--- config.mk ---
export PLATFORM = sky130hd
export DESIGN_NAME = pc_sequencer
export DESIGN_NICKNAME = d
export VERILOG_FILES = /design/src/rtl/pc_seq_pkg.sv /design/src/rtl/pc_sequencer.sv
export SDC_FILE = /design/constraint.sdc
export NUM_CORES = 1
export LEC_CHECK = 0
export ABC_AREA = 1
export CORE_MARGIN = 4
export CORE_UTILIZATION = 46
export CTS_BUF_LIST = sky130_fd_sc_hd__clkbuf_4 sky130_fd_sc_hd__clkbuf_8
export CTS_CLUSTER_DIAMETER = 150
export DETAILED_ROUTE_END_ITERATION = 7
export PLACE_DENSITY = 0.83
export SKIP_LAST_GASP = 1
export SLEW_MARGIN = 20
export SYNTH_ARGS = -nofsm -noshare
export SYNTH_HDL_FRONTEND = slang
export SYNTH_SLANG_ARGS = --single-unit
--- constraint.sdc ---
create_clock -name Sys_Clock -period 1.75 [get_ports Sys_Clock]
set_input_delay 0.35 -clock Sys_Clock [delete_from_list [all_inputs] [get_ports Sys_Clock]]
set_output_delay 0.35 -clock Sys_Clock [all_outputs]
set_load 0.005 [all_outputs]
--- src/rtl/pc_seq_pkg.sv ---
// rtl/pc_seq_pkg.sv - shared encodings and defaults for the program-counter sequencer
package pc_seq_pkg;

    localparam int ADDR_W_DEF      = 8;
    localparam int STACK_DEPTH_DEF = 64;

    typedef enum logic [1:0] {
        ST_RUN   = 2'd0,
        ST_HALT  = 2'd1,
        ST_FAULT = 2'd2
    } seq_state_t;

    localparam logic [1:0] FC_NONE   = 2'd0;
    localparam logic [1:0] FC_OVF    = 2'd1;
    localparam logic [1:0] FC_UNF    = 2'd2;
    localparam logic [1:0] FC_STKERR = 2'd3;

endpackage

--- src/rtl/pc_sequencer.sv ---
// rtl/pc_sequencer.sv - PC owner and call/return sequencer driving the return-address stack
module pc_sequencer
    import pc_seq_pkg::*;
#(
    parameter int ADDR_W      = ADDR_W_DEF,
    parameter int STACK_DEPTH = STACK_DEPTH_DEF,
    parameter int RESET_PC    = 0
) (
    input  logic                               Sys_Clock,
    input  logic                               Reset,
    input  logic                               Stall,
    input  logic                               Halt,
    input  logic                               Resume,
    input  logic                               Jump,
    input  logic                               Call,
    input  logic                               Return,
    input  logic                               Branch_Taken,
    input  logic [ADDR_W-1:0]                  Target,
    input  logic [ADDR_W-1:0]                  Ret_Add,
    input  logic                               Stack_Err,
    output logic [ADDR_W-1:0]                  PC,
    output logic [ADDR_W-1:0]                  NPPC,
    output logic                               Stack_Enable,
    output logic                               Stack_Write,
    output logic [$clog2(STACK_DEPTH+1)-1:0]   Call_Depth,
    output logic                               Halted,
    output logic                               Fault,
    output logic [1:0]                         Fault_Code
);

    localparam int DW = $clog2(STACK_DEPTH+1);
    localparam logic [DW-1:0] DEPTH_MAX = DW'(STACK_DEPTH);

    seq_state_t          state, state_next;
    logic [ADDR_W-1:0]   pc_next;
    logic [DW-1:0]       depth_next;
    logic [1:0]          fc_next;
    logic                run_active;

    assign NPPC       = PC + ADDR_W'(1);
    assign run_active = (state == ST_RUN) && !Stall && !Halt;

    always_ff @(posedge Sys_Clock) begin
        if (Reset) begin
            state      <= ST_RUN;
            PC         <= ADDR_W'(RESET_PC);
            Call_Depth <= '0;
            Fault_Code <= FC_NONE;
        end else begin
            state      <= state_next;
            PC         <= pc_next;
            Call_Depth <= depth_next;
            Fault_Code <= fc_next;
        end
    end

    always_comb begin
        state_next = state;
        pc_next    = PC;
        depth_next = Call_Depth;
        fc_next    = Fault_Code;
        case (state)
            ST_RUN: begin
                if (!Stall) begin
                    if (Halt) begin
                        state_next = ST_HALT;
                    end else if (Return) begin
                        if (Call_Depth == '0) begin
                            state_next = ST_FAULT;
                            fc_next    = FC_UNF;
                        end else if (Stack_Err) begin
                            state_next = ST_FAULT;
                            fc_next    = FC_STKERR;
                        end else begin
                            pc_next    = Ret_Add;
                            depth_next = Call_Depth - DW'(1);
                        end
                    end else if (Call) begin
                        if (Call_Depth == DEPTH_MAX) begin
                            state_next = ST_FAULT;
                            fc_next    = FC_OVF;
                        end else if (Stack_Err) begin
                            state_next = ST_FAULT;
                            fc_next    = FC_STKERR;
                        end else begin
                            pc_next    = Target;
                            depth_next = Call_Depth + DW'(1);
                        end
                    end else if (Jump || Branch_Taken) begin
                        pc_next = Target;
                    end else begin
                        pc_next = NPPC;
                    end
                end
            end
            ST_HALT: begin
                if (Resume) begin
                    state_next = ST_RUN;
                end
            end
            default: begin
                state_next = ST_FAULT;
            end
        endcase
    end

    // Stack requests depend only on registered state and inputs so they settle before the falling edge.
    always_comb begin
        Stack_Enable = 1'b0;
        Stack_Write  = 1'b0;
        Halted       = (state == ST_HALT);
        Fault        = (state == ST_FAULT);
        if (!Reset && run_active) begin
            if (Return) begin
                Stack_Enable = (Call_Depth != '0);
            end else if (Call) begin
                Stack_Enable = (Call_Depth != DEPTH_MAX);
                Stack_Write  = (Call_Depth != DEPTH_MAX);
            end
        end
    end

endmodule

# Word level (Yosys, flattened, before mapping)

Index checks and enable logic that the tools add are counted.

Input bits: 26
Logic and storage cells: 69
Register bits: 19
Output and inout bits: 29

$add $sub $neg: 3
Equal/unequal tests: 12
Bitwise logic cells: 3
Reductions and logical operators: 15
Multiplexer cells: 32

Operators by type and width:

| operator              | count |
|---|---|
| $mux W8               | 7 |
| $mux W7               | 6 |
| $mux W2               | 13 |
| $reduce_and A7 Y1     | 2 |
| $ne A2 B2 Y1 const B  | 6 |
| $add A8 B1 Y8 const B | 1 |
| $add A7 B1 Y7 const B | 1 |
| $eq A7 B7 Y1 const B  | 1 |
| $logic_not A7 Y1      | 1 |
| $ne A7 B7 Y1 const B  | 1 |
| $reduce_bool A7 Y1    | 1 |
| $sub A7 B1 Y7 const B | 1 |
| $mux W1               | 5 |
| $ne A4 B4 Y1 const B  | 1 |
| $pmux W2 S2           | 1 |
| $reduce_and A4 Y1     | 1 |
| $logic_and A1 B1 Y1   | 3 |
| $logic_not A1 Y1      | 3 |
| $ne A3 B3 Y1 const B  | 1 |
| $not A1 Y1            | 3 |
| $reduce_and A3 Y1     | 1 |
| $eq A2 B1 Y1 const B  | 1 |
| $eq A2 B2 Y1 const B  | 1 |
| $logic_not A2 Y1      | 1 |
| other kinds (2)       | 2 |

# Logic depth before layout (Yosys ltp)

Word-level depth: 7
Mapped depth: 10
Mapped depth without buffers: 10

# Least setup slack after synthesis

No wires, ideal clock.

Path type: input to register
From: input port Return
To: register Call_Depth[4]
Data required time: 1.681 ns
Library setup time: 0.069 ns
Cell stages on the path: 9
Buffers on the path: 1
Path slack: 0.188 ns
Arrival time: 1.493 ns
Cells stage by stage: buf_6 inv_4 fa_1 inv_1 nand3_1 nand3_1 xor2_1 nand2_2 a21oi_2

Word-level cells in the longest chain between the ends: 2
Elaborated cells on any way between the ends: 5
Classes of those cells: eq/ne (2); mux (1); reduce/logical (2)

RTL lines:

| item                                                                | line               | RTL |
|---|---|---|
| start, declared                                                     | pc_sequencer.sv:16 | `input logic Return,` |
| $ne A2 B2 Y1 (no source line) or $reduce_bool A2 Y1 (tied branches) | --                 |  |
| $reduce_and A7 Y1 (no source line)                                  | --                 |  |
| end signal, assigned                                                | pc_sequencer.sv:52 | `Call_Depth <= depth_next;` |
| end, declared                                                       | pc_sequencer.sv:25 | `output logic [$clog2(STACK_DEPTH+1)-1:0] Call_Depth,` |

Several ways; a longest one is shown, not always the timed one.
A chain may end at the register's enable or synchronous reset.

# Final worst setup path

From: register PC[0]
To: output port NPPC[6]

Word-level cells in the longest chain between the ends: 1

RTL lines:

| item                   | line               | RTL |
|---|---|---|
| start, declared        | pc_sequencer.sv:21 | `output logic [ADDR_W-1:0] PC,` |
| start signal, assigned | pc_sequencer.sv:46 | `PC <= ADDR_W'(RESET_PC);` |
| start signal, assigned | pc_sequencer.sv:51 | `PC <= pc_next;` |
| $add A8 B1 Y8          | pc_sequencer.sv:40 | `assign NPPC = PC + ADDR_W'(1);` |
| end, declared          | pc_sequencer.sv:22 | `output logic [ADDR_W-1:0] NPPC,` |

Every way passes these cells.

==> metrics.yaml <==
cp_max_fo: 4
cts-buffers-inserted: 3
worstSetupStartpointType: "flop"
rsz0062_at_grt: "yes"
finalNetCount: 393
cts_max_level: 1
grt_max_degree: 13
cp.arrival_ns: 1.61
clock_power_share_pct: 20.3
critPathSlowestCell: "dfxtp_4"
route.met2.wl_mm: 3.37
maxSlewHeadroom_pct: 77.0
report.final.slew_viol_count: 0
core-area_um2: 3130
place_inst: 381
fillers: 141
synth_edf_count: 0
crit_type: "reg2out"
dieArea_um2: 4350
max_stage_delay_ns: 0.40
rows: 20
antenna_cells: 0
switchingPower_mw: 0.431
layout.cells.non_filler: 403
hold_start: "Fault_Code[0]"
synth_largest_type_area_fraction_pct: 24.6
tightest_slew_ns: 0.342
highest_layer: "met4"
crit_family: "simple AND/OR/NAND/NOR gates"
worstPathCellList: "buf_6 > ha_4 > nand2_2 > nor2_2 > nand2_1 > nand2_1 > nand2_1 > buf_2"
met1_length_mm: 2.63
clk_latency_ns: 0.32
yosysTopAreaCell: "dfxtp_1"
hold_viol_final: 0
layout_setup_ws_ns: -0.206
crit_buf_inv: 2
netlist_area_um2: 1540
antenna_found_initial: 0
ys_ff_latch: 19
leakagePower_nw: 1.35
grt_pass1_wl_mm: 8.32
fin_crit_sh_pct: 112
p_per_area_nw_per_um2: 436
setup_tns_ns: -0.536
avgSynthCellArea_um2: 6.38
synthArstFlopShare_pct: 0
path_common_cell: "nand2_1"
finClkSkew_ns: 0.0124
synthDistinctLibCells: 29
cts_tree: "built"
dieWidth_um: 65.9
fin_crit_ns: 1.96
synth_ff_type: "dfxtp_1"
ant_nets: 0
violations: "setup timing"
synth_cells: 242
drt_first_iter_violations: 165
comb_power_share_pct: 41.3
dp_slack_ns: -0.726
detail_route.first_pass.iterations: 5
cts_buffer_depth: 2
p_int_mw: 0.803
clock-sinks: 19
seq_power_share_pct: 38.4
r2r_start: "PC[0]"
synth_warnings: 0
ctsRootBufferMaster: "clkbuf_4"
grt_use_total_pct: 24.2
setup_violations: 8
io_pins: 55
dr_total_vias: 2217
area_growth_pct: 83.3
yosysMostFrequentCell: "nand2_1"
ys_seq_area_share_pct: 24.6
min_path_type: "reg2reg"
synth_commonest_cells: "nand2_1, inv_1, nor2_1"
drc: 0
start_util_pct: 49.4
sw_frac_of_total_pct: 34.9
worst_ep_required_time_ns: 1.40
grt_pass1_vias: 1990
routed_wl_mm: 6.72
clkSlewWorstSetupHoldPaths_ns: 0.13
vias_per_cell: 5.50
die_h_um: 65.9
run_status: "complete, but fails checks"
synth_area_leaders: "dfxtp_1, nand2_1, inv_1"
portBuffers: 54
max_freq_mhz: 511
maxCapViolations: 0
wl_per_cell_um: 16.7
startpoint: "PC[0]"
syn_nets: 275
wl_met3_um: 433
gp_congestion: 0.835
worstSetupEndpointType: "primary output"
overflow: 0
hpwl_mm: 3.62
peakVddDrop_uv: 320
drive_gt1_share_pct: 41.8
## worst reg2reg max path, cell delays in order (launching register included)
cell and delay [ns]:
dfxtp_4 0.40, buf_6 0.11, ha_4 0.16, nand2_2 0.06, nor2_2 0.15, nand2_1 0.11
nand2_1 0.08, nand2_1 0.08, buf_4 0.13, buf_4 0.12, nand2_1 0.06, nand2_1 0.07
nand3_1 0.09, a21oi_1 0.07
## layout by cell type, fill, tap and decap left out, types with 2 or more instances in the layout
master and instances:
a21oi_1 15, a21oi_2 8, buf_2 3, buf_4 55, buf_6 7, clkbuf_2 4, clkbuf_4 3, clkdlybuf4s50_1 36
clkinv_2 2, dfxtp_1 7, dfxtp_2 10, dfxtp_4 2, dlygate4sd2_1 7, dlymetal6s2s_1 3, ha_1 5, inv_1 25
inv_2 4, inv_4 3, nand2_1 57, nand2_2 12, nand3_1 12, nand3_2 3, nand3_4 4, nand4_1 5
nor2_1 17, nor2_2 4, nor2_4 10, o21ai_0 11, o21ai_1 2, or2_2 6, xnor2_2 2, xor2_1 3
## final timing paths
| path | endpoint | slack (ns) | cells past startpoint |
|---|---|---|---|
| worst max-delay path | NPPC[6] | -0.21 | 8 |
| worst min-delay path | Fault_Code[0] | 0.48 | 2 |
| worst max register to register | PC[6] | -0.06 | 13 |
| worst min register to register | Fault_Code[0] | 0.48 | 2 |
## cell families (layout without fill, tap and decap cells)
logic type                 count (synthesis)  after routing  synth area share [%]
and+or+nand+nor                          136            136                  42.2
buffers and inverters                     36            153                  9.81
xor gates and xnor gates                   7              7                  3.97
adders and majority gates                  7              7                  6.16
AOI/OAI and AO/OA                         37             37                  13.2
DFF                                       19             19                  24.6
## layer usage
| layer | global-route usage, % | up-vias |
|---|---|---|
| li1 | - | 1009 |
| met1 | 25.3 | 1038 |
| met2 | 48.6 | 133 |
| met3 | 2.72 | 37 |
| met4 | 8.63 | 0 |
| met5 | 0 | - |
## power by group through the flow
stage	sequential (mW)	clock, mW	combinational, mW
floorplan	0.482	0	0.181
global placement	0.477	0	0.409
detailed placement	0.478	0	0.419
CTS	0.467	0.235	0.447
global route	0.475	0.255	0.545
finish	0.473	0.250	0.509
## flip-flops by register name, summed over array words and instances, names as in the netlist
| name | flops |
|---|---|
| PC | 8 |
| Fault_Code | 2 |
| state | 2 |
| Call_Depth | 7 |
## final cells by class
type                            count  area (µm²)  area share, %
Multi-Input combinational cell    187        1210           42.7
Timing Repair Buffer              116        1010           35.5
Sequential cell                    19         400           14.1
Inverter                           33         133           4.69
Tap cell                           44        55.1           1.95
Clock buffer                        3        22.5          0.796
Clock inverter                      1        5.00          0.177
## stage by stage
stage	hold slack (ns)	util, %	instance area, µm²	power [mW]
after detailed placement	0.439	78.8	2460	0.896
after global routing	0.484	90.5	2830	1.28
after floorplan	0.442	-	1540	0.664
after CTS	0.456	84.9	2660	1.15
after global placement	0.435	78.8	2460	0.886
final	0.477	90.5	2830	1.23
## timing repair
item,4_1_cts,5_1_grt
pin swaps,12,18
resized for setup,53,50
cloned,0,0
hold buffers,0,0
endpoints found under the setup margin,18,21
setup buffers,14,5
No activity file was read; power rests on OpenSTA's default activity.
==> RTL change (same settings) <==
Encoding of `seq_state_t`: now one-hot (3 bits for 3 states).
--- a/src/rtl/pc_seq_pkg.sv
+++ b/src/rtl/pc_seq_pkg.sv
@@ -4,10 +4,10 @@
     localparam int ADDR_W_DEF      = 8;
     localparam int STACK_DEPTH_DEF = 64;
 
-    typedef enum logic [1:0] {
-        ST_RUN   = 2'd0,
-        ST_HALT  = 2'd1,
-        ST_FAULT = 2'd2
+    typedef enum logic [2:0] {
+        ST_RUN   = 3'b001,
+        ST_HALT  = 3'b010,
+        ST_FAULT = 3'b100
     } seq_state_t;
 
     localparam logic [1:0] FC_NONE   = 2'd0;
Function: same outputs for any inputs over 4 cycles, from zero or initial values and one cycle with Reset high; so few cycles prove little.
==> RTL change against the unedited design <==
Sequential cell count increased by 1; total power is 1.9% higher; setup slack gained 220 ps; routed wire length shrank 19%; maximum frequency grew 13%; cell area fell by 3.3%; area after synthesis up 9.3%; critical path type unchanged; cell count up 9.2%; clock power is 25% higher; sequential share of layout area is 0.80 points higher; critical path depth down 1; first-iteration DRC count is 3.6% lower; synthesized cell count rose by 19%.
==> RTL change: results (changes against the unedited design) <==
WL/cell - 12.39 um (was 16.68 um)
drt pass-1 iters - 4 (was 5)
fillcell total - 260 (was 141)
share of layout cells above drive strength 1 - 27.41% (was 41.78%)
Avg Inst Size Synth - 5.861 um^2 (was 6.380 um^2)
post-synthesis sequential area ratio - 23.72% (was 24.64%)
dpl cell area - 2570 um^2 (was 2464 um^2)
post-DR vias/cell - 4.975 (was 5.501)
largest cells by area after synthesis - dfxtp_1 24%, nand2_1 23%, nor2_1 8.7%, inv_1 6.4%, a21oi_1 5.3% (was dfxtp_1 25%, nand2_1 15%, inv_1 6.6%, a21oi_1 5.8%, nand3_1 5.8%)
Crit path largest cell delay - 360 ps (was 400 ps)
Worst Max-Slew Pin Slew - 311.5 ps (was 341.5 ps)
hold slack - 499.9 ps (was 476.7 ps)
clk_skew - 2.336 ps (was 12.43 ps)
Post-Syn Nets - 321 (was 275)
start point of the critical path - PC[1] (was PC[0])
first-pass GRT wire length - 8818 um (was 8321 um)
vias in the first global route - 2,075 (was 1,990)
CP Max Fanout - 3 (was 4)
LEAKAGE - 1.395 nW (was 1.346 nW)
worst r2r src - Call_Depth[3] (was PC[0])
status - finished, final reports clean (was finished, violations left)
DP Cell Count - 425 (was 381)
DRT iter0 DRCs - 159 (was 165)
Worst path top cell family by delay - buffers and inverters (was simple AND/OR/NAND/NOR gates)
R2R setup slack - 130 ps (was -60 ps)
largest net degree at the start of global routing - 15 (was 13)
WP data arrival - 1390 ps (was 1610 ps)
VDD IR max - 0.3930 mV (was 0.3198 mV)
==> RTL change: metal layers <==
| layer | vias up | global-route usage (%) | part of all wire [%] |
|---|---|---|---|
| met5 | - | 0 | 0 |
| met4 | 0 | 11.66 | 3.3 |
| met3 | 19 | 2.917 | 7.9 |
| met2 | 97 | 44.58 | 49 |
| met1 | 969 | 28.23 | 39 |
| li1 | 1104 | - | - |
==> RTL change: final timing paths <==
kind                        end  cells past startpoint
hold / removal    Fault_Code[1]                      2
setup reg to reg  Call_Depth[5]                      8
setup / recovery        NPPC[4]                      7
hold reg to reg   Fault_Code[1]                      2
==> RTL change: area by class of cell <==
class	count	area (um^2)	share of cell area, %
Timing Repair Buffer	106	903.4	33.00
Inverter	38	145.1	5.302
Sequential cell	20	409.1	14.95
Tap cell	46	57.56	2.102
Clock buffer	3	41.29	1.508
Multi-Input combinational cell	227	1181	43.14
==> RTL change: power by group through the flow <==
stage	logic [mW]	clock network [mW]	registers, mW
global placement	0.424	0	0.502
CTS	0.441	0.314	0.491
finish	0.453	0.312	0.491
detailed placement	0.436	0	0.503
global route	0.504	0.331	0.494
floorplan	0.209	0	0.509
==> RTL change: cell families (layout without fill, tap and decap cells) <==
| group | Yosys count | count (layout) | synth area share (%) |
|---|---|---|---|
| and+or+nand+nor | 186 | 186 | 50.11 |
| buffers and inverters | 41 | 147 | 9.414 |
| AOI/OAI and AO/OA | 30 | 30 | 9.044 |
| DFF | 20 | 20 | 23.72 |
| adders and majority gates | 7 | 7 | 5.634 |
| xor gates and xnor gates | 4 | 4 | 2.076 |
==> RTL change: timing repair <==
item                                    4_1_cts  5_1_grt
pin swaps                                     7        4
resized for setup                            40       14
setup buffers                                 7        5
endpoints found under the setup margin       16        9
hold buffers                                  0        0
